[src/rtl/bnn_layer_sequencer.sv]
// Time-multiplexes one external XNOR-popcount neuron across a BNN layer: latches an input
// vector, streams weight/threshold words from a 1-cycle ROM and collects one bit per neuron.
module bnn_layer_sequencer #(
  parameter int INPUT_SIZE      = 10,
  parameter int NUM_NEURONS     = 8,
  parameter int ADDR_WIDTH      = 3,
  parameter int THRESHOLD_WIDTH = 4,
  parameter int CNT_WIDTH       = 4
) (
  input  logic                       clk,
  input  logic                       rst_n,
  input  logic                       in_valid,
  output logic                       in_ready,
  input  logic [INPUT_SIZE-1:0]      in_vec,
  output logic                       w_rd_en,
  output logic [ADDR_WIDTH-1:0]      w_addr,
  input  logic [INPUT_SIZE-1:0]      w_data,
  input  logic [THRESHOLD_WIDTH-1:0] th_data,
  output logic [INPUT_SIZE-1:0]      neu_in,
  output logic [INPUT_SIZE-1:0]      neu_weight,
  output logic [THRESHOLD_WIDTH-1:0] neu_threshold,
  input  logic                       neu_out,
  input  logic                       abort,
  output logic                       out_valid,
  input  logic                       out_ready,
  output logic [NUM_NEURONS-1:0]     out_vec,
  output logic [CNT_WIDTH-1:0]       ones_count,
  output logic                       busy
);

  typedef enum logic [1:0] {IDLE, RUN, DRAIN, DONE} state_t;

  localparam logic [ADDR_WIDTH-1:0] LastIdx = ADDR_WIDTH'(NUM_NEURONS - 1);

  state_t                   state_q;
  logic [INPUT_SIZE-1:0]    in_vec_q;
  logic [NUM_NEURONS-1:0]   out_vec_q, out_vec_d;
  logic [CNT_WIDTH-1:0]     ones_q, ones_d;
  logic [ADDR_WIDTH-1:0]    issue_q;
  logic [ADDR_WIDTH-1:0]    eval_q;
  logic                     eval_vld_q;
  logic                     rd_en_q;
  logic                     out_valid_q;
  logic                     capture;

  // ROM data returned this cycle belongs to the neuron issued one cycle earlier (eval_q).
  always_comb begin
    out_vec_d = out_vec_q;
    ones_d    = ones_q;
    capture   = ((state_q == RUN) && eval_vld_q) || (state_q == DRAIN);
    if (capture) begin
      out_vec_d[eval_q] = neu_out;
      if (neu_out) ones_d = ones_q + CNT_WIDTH'(1);
    end
  end

  always_ff @(posedge clk or negedge rst_n) begin
    if (!rst_n) begin
      state_q     <= IDLE;
      in_vec_q    <= '0;
      out_vec_q   <= '0;
      ones_q      <= '0;
      issue_q     <= '0;
      eval_q      <= '0;
      eval_vld_q  <= 1'b0;
      rd_en_q     <= 1'b0;
      out_valid_q <= 1'b0;
    end else if (abort) begin
      state_q     <= IDLE;
      out_vec_q   <= '0;
      ones_q      <= '0;
      issue_q     <= '0;
      eval_q      <= '0;
      eval_vld_q  <= 1'b0;
      rd_en_q     <= 1'b0;
      out_valid_q <= 1'b0;
    end else begin
      case (state_q)
        IDLE: begin
          if (in_valid) begin
            in_vec_q   <= in_vec;
            out_vec_q  <= '0;
            ones_q     <= '0;
            issue_q    <= '0;
            eval_q     <= '0;
            eval_vld_q <= 1'b0;
            rd_en_q    <= 1'b1;
            state_q    <= RUN;
          end
        end
        RUN: begin
          out_vec_q  <= out_vec_d;
          ones_q     <= ones_d;
          eval_q     <= issue_q;
          eval_vld_q <= 1'b1;
          if (issue_q == LastIdx) begin
            rd_en_q <= 1'b0;
            state_q <= DRAIN;
          end else begin
            issue_q <= issue_q + ADDR_WIDTH'(1);
          end
        end
        DRAIN: begin
          out_vec_q   <= out_vec_d;
          ones_q      <= ones_d;
          eval_vld_q  <= 1'b0;
          out_valid_q <= 1'b1;
          state_q     <= DONE;
        end
        DONE: begin
          if (out_ready) begin
            out_valid_q <= 1'b0;
            state_q     <= IDLE;
          end
        end
        default: state_q <= IDLE;
      endcase
    end
  end

  assign in_ready      = (state_q == IDLE);
  assign busy          = (state_q == RUN) || (state_q == DRAIN);
  assign w_rd_en       = rd_en_q;
  assign w_addr        = issue_q;
  assign neu_in        = in_vec_q;
  assign neu_weight    = w_data;
  assign neu_threshold = th_data;
  assign out_valid     = out_valid_q;
  assign out_vec       = out_vec_q;
  assign ones_count    = ones_q;

endmodule
[config.mk]
export PLATFORM = sky130hd
export DESIGN_NAME = bnn_layer_sequencer
export DESIGN_NICKNAME = d
export VERILOG_FILES = /design/src/rtl/bnn_layer_sequencer.sv
export SDC_FILE = /design/constraint.sdc
export NUM_CORES = 1
export LEC_CHECK = 0
export ABC_AREA = 0
export CORE_UTILIZATION = 40
export CTS_CLUSTER_SIZE = 20
export DETAILED_ROUTE_END_ITERATION = 16
export PLACE_DENSITY = 0.84
export SYNTH_ARGS = -nofsm -noshare
export SYNTH_HDL_FRONTEND = slang
export SYNTH_SLANG_ARGS = --single-unit
[constraint.sdc]
create_clock -name clk -period 2.5 [get_ports clk]
set_input_delay 0.75 -clock clk [delete_from_list [all_inputs] [get_ports clk]]
set_output_delay 0.75 -clock clk [all_outputs]
set_load 0.02 [all_outputs]
# Word level (Yosys, flattened, before mapping)
# Index checks and enable logic that the tools add are counted.
# W data, S select, Z words.
classes:
  n_addsub: 2
  n_mul: 0
  div_mod_pow: 0
  order_cmp: 2
  eq_ne: 10
  shifts: 0
  muxes: 33
  bitwise: 1
  reduce_logical: 19
ops:
  columns: ["cell", "n"]
  rows:
  - ["$mux W8", 3]
  - ["$mux W4", 4]
  - ["$pmux W8 S2", 1]
  - ["$reduce_and A3 Y1", 5]
  - ["$mux W3", 4]
  - ["$pmux W3 S2", 2]
  - ["$reduce_bool A3 Y1", 3]
  - ["$bwmux W8", 1]
  - ["$mux W1", 8]
  - ["$mux W2", 4]
  - ["$pmux W2 S4", 1]
  - ["$pmux W4 S2", 1]
  - ["$ne A3 B1 Y1 const B", 2]
  - ["$ne A3 B2 Y1 const B", 2]
  - ["$ne A3 B3 Y1 const B", 2]
  - ["$reduce_and A2 Y1", 3]
  - ["$add A4 B1 Y4 const B", 1]
  - ["$eq A2 B2 Y1 const B", 2]
  - ["$lt A3 B4 Y1 const B", 1]
  - ["$pmux W1 S2", 2]
  - ["$reduce_and A4 Y1", 1]
  - ["$reduce_bool A4 Y1", 1]
  - ["$add A3 B1 Y3 const B", 1]
  - ["$demux W1 S3", 1]
  - ["9 further kinds", 11]
totals:
  reg_bits: 33
  latch_bits: 0
  ramBits: 0
  rom_bits: 0
  out_inout_bits: 43
  mem_count: 0

# Longest topological paths before layout
logic_depth:
  depth_word: 8
  mapped_depth: 8
  mapped_depth_nobuf: 6

# Worst setup path before layout
# No wires, ideal clock.
synth_timing:
  path_kind: "register to register"
  from: "reg state_q[0]"
  to: "reg issue_q[0] (netlist: w_addr[0])"
  setup_time_ns: 0.125
  t_arrival_ns: 1.690
  slack_ns: 0.686
  path_stages_with_launch: 8
  n_path_buf: 1
  path_cell_list: "dfrtp_1 > inv_1 > ha_1 > buf_6 > nor2b_4 > a211oi_4 > nor3b_2 > mux2_2"
synth_between:
  elab_chain_cells: 3
  elab_cells_between_ends: 8
  classes_between: "3 x eq/ne; 2 x mux; 3 x reduce/logical"
synth_rtl:
  columns: ["item", "line", "source"]
  rows:
  - ["start: declaration", "35", "state_t state_q;"]
  - ["start signal: assignment", "59", "state_q <= IDLE;"]
  - ["start signal: assignment", "69", "state_q <= IDLE;"]
  - ["start signal: assignment", "88", "state_q <= RUN;"]
  - ["$logic_not A2 Y1 (*)", null, null]
  - ["net in_ready", "13", "output logic in_ready,"]
  - ["$ne A3 B2 Y1 (no line), or another cell as far along", null, null]
  - ["$reduce_and A3 Y1 (no line) / $mux W3 (equally long branches)", null, null]
  - ["end signal: assignment", "100", "issue_q <= issue_q + ADDR_WIDTH'(1);"]
  - ["end: declaration", "39", "logic [ADDR_WIDTH-1:0] issue_q;"]
# The timed path passes the listed nets; every way through them passes the cells marked *.
# A chain may end at the register's enable or synchronous reset.

# Final worst setup path
layout_timing:
  from: "reg state_q[0]"
  to: "out in_ready"
layout_between:
  elab_chain_cells: 1
layout_rtl:
  columns: ["item", "line", "source"]
  rows:
  - ["$logic_not A2 Y1", "121", "assign in_ready = (state_q == IDLE);"]
  - ["end: declaration", "13", null]
# No other way between the ends.

==> results.yml <==
synth:
  yosysUniqueCellTypes: 40
  synthArstFlopShare_pct: 100
  ys_seq_area_share_pct: 44.9
  synth_area_leaders: "dfrtp_1, buf_4, mux2_2, ha_1, o21ai_0"
  ys.flop_type: "dfrtp_1"
  netlist_area_sq_um: 1840
  synth_nets: 211
  synthCells: 173
  synth-seq-cells: 33
  synth_top_area_share_pct: 44.9
  synth-edff-count: 0
  avgSynthCellArea_sq_um: 10.6
  yosysTopAreaCell: "dfrtp_1"
  yosys_warnings: 0
power_and_ir_drop:
  ir_worst_vdd_v: 0.000496
  fin_total_pwr_mw: 2.40
  power.leakage_nw: 1.01
  power_density_nw_per_um2: 1030
sta:
  worst_pin_slew_ns: 0.415
  fmax_mhz: 418
  rsz0062_at_grt: "false"
  fin_skew_ns: 0.00499
  timing.final.crit_share_pct: 95.8
  final.setup.tns_ns: 0
  setup_viol: 0
  final_hold_viol_count: 0
  worst_slew_margin_rel_pct: 72.2
  period_minus_slack_ns: 2.39
  final_max_slew_viol_count: 0
outcome:
  outcome: "finished, final reports clean"
clock_tree:
  h-tree-depth: 2
  insertion_delay_ns: 0.29
  cts-root-buf: "clkbuf_8"
  path_clk_slew_ns: 0.07
  numClockSinks: 33
  cts_tree: "done"
  cts_buffers: 5
  cts_buffer_depth: 2
  cts_setup_buffers: 0
  cts_hold_buf: 0
finish:
  area.growth.synth_to_final_pct: 27.1
  drive_gt1_share_pct: 16.7
  layout.nets: 246
  n_antenna_cell: 0
die:
  die_w_microns: 69.8
  start_util_pct: 42.0
  row_count: 24
  io_pins: 73
  die_y_microns: 69.8
  core-area_sq_um: 4380
  die_area_sq_um: 4870
setup_path:
  critPathMaxFanout: 5
  setup.worst_path.start_class: "register"
  cpPeakStageDelay_ns: 0.60
  end_kind: "primary output"
  path_cells: "inv_1, ha_1, clkdlybuf4s50_1"
  crit_slowest_cell: "clkdlybuf4s50_1"
  arrival_ns: 1.64
  cp_data_required_time_ns: 1.75
  worstSetupPathType: "register to primary output"
drt:
  drt-wirelength-per-cell_microns: 13.9
  vias_per_cell: 5.41
  wl_microns: 3640
  ant_nets: 0
  drc: 0
  vias: 1412
  first_iter_violations: 84
  drt_pre_antenna_iters: 4
global_route:
  grt_antenna_before_repair: 0
  grt_pass1_vias: 1381
  grt_pass1_wl_microns: 6110
  grt_use_total_pct: 16.2
  overflow: 0
  grt_max_degree: 34
flow_run:
  cap_violations: 0
place:
  hpwl_microns: 2640
  gp_congestion: 0.887
  io_buffers: 44
hold_path:
  min_path_type: "register to register"
## Yosys cell counts, types with 2 or more instances
cell type   n
a21oi_1     5
mux2_2     11
buf_4      19
o31ai_1     6
dfrtp_1    33
a21o_2      2
nand3_2     2
ha_1        8
o31a_1      3
nand2b_1    5
o21ai_0    20
nor2_1      5
nor2b_1     2
nand3_1     2
a31oi_1     4
a22o_1      3
o21ai_1     2
nand2_1    11
mux2i_1     3
inv_1       7
## final cells by class
cell class,count,area [sq um]
Fill cell,395,2050
Multi-Input combinational cell,112,828
Sequential cell,33,826
Timing Repair Buffer,49,477
Clock buffer,7,86.3
Tap cell,52,65.1
Clock inverter,1,30.0
Inverter,7,26.3
## critical path, delay by kind of cell, from the launching register on
family	cells	cell delay [ns]
buffers and inverters	2	0.74
flip-flops	1	0.43
adder cells (fa/ha/maj)	1	0.19
## logic make-up after synthesis
logic type | after synthesis | share of synthesized area, %
and+or+nand+nor | 39 | 12.9
muxes | 14 | 8.37
buffers and inverters | 28 | 10.1
adders and majority gates | 8 | 5.44
AOI/OAI and AO/OA | 51 | 18.4
DFF | 33 | 44.9
## registers in the layout (all words and copies together), names as in the netlist
name / cells
out_valid: 1
w_rd_en: 1
eval_vld_q: 1
neu_in: 10
state_q: 2
w_addr: 3
eval_q: 3
out_vec: 8
ones_count: 4
## worst paths after layout
check | startpoint | end | slack, ns | depth (start not counted)
setup / recovery | state_q[0] | in_ready | 0.11 | 3
hold / removal | ones_count[3] | ones_count[3] | 0.49 | 1
setup reg to reg | state_q[0] | w_addr[0] | 0.65 | 7
hold reg to reg | ones_count[3] | ones_count[3] | 0.49 | 1
max in group asynchronous | rst_n | neu_in[2] | 1.33 | 2
min in group asynchronous | rst_n | ones_count[0] | 0.87 | 2
## through the flow
| stage | setup slack [ns] | util [%] | cells | hold WS [ns] | area [sq um] |
|---|---|---|---|---|---|
| after floorplan | 0.686 | - | 173 | 0.454 | 1840 |
| after global placement | 0.170 | 50.7 | 253 | 0.467 | 2220 |
| after detailed placement | 0.120 | 50.7 | 253 | 0.480 | 2220 |
| after CTS | 0.0893 | 53.3 | 261 | 0.492 | 2340 |
| after global routing | 0.0299 | 53.3 | 261 | 0.523 | 2340 |
| final | 0.105 | 53.3 | 261 | 0.488 | 2340 |
## report_power, final
part | internal [mW] | switching (mW)
clock network | 0.325 | 0.197
logic | 0.535 | 0.598
registers | 0.660 | 0.0871
total | 1.52 | 0.882
## per-layer routing
metal / track usage [%] / routed length [microns]
met1: 19.5 / 1640
met2: 25.1 / 1680
met3: 6.40 / 259
met4: 8.00 / 63
met5: 0 / 0
## cells in the final DEF, fill, tap and decap left out, types with 2 or more instances in the layout
cell,n
a31oi_1,4
a22o_1,3
o21ai_0,20
mux2_2,11
nand3_2,2
nor2_1,5
o31ai_1,6
buf_4,5
nor2b_1,2
a21o_2,2
inv_1,7
dfrtp_1,33
ha_1,8
nand2b_1,5
clkdlybuf4s50_1,43
a21oi_1,5
o31a_1,3
mux2i_1,3
clkbuf_8,6
nand3_1,2
nand2_1,11
o21ai_1,2
## timing repair
action                                  CTS  global route
endpoints found under the hold margin     0             0
resized for setup                         1             0
endpoints found under the setup margin    1             0
No activity file was read; power rests on OpenSTA's default activity.
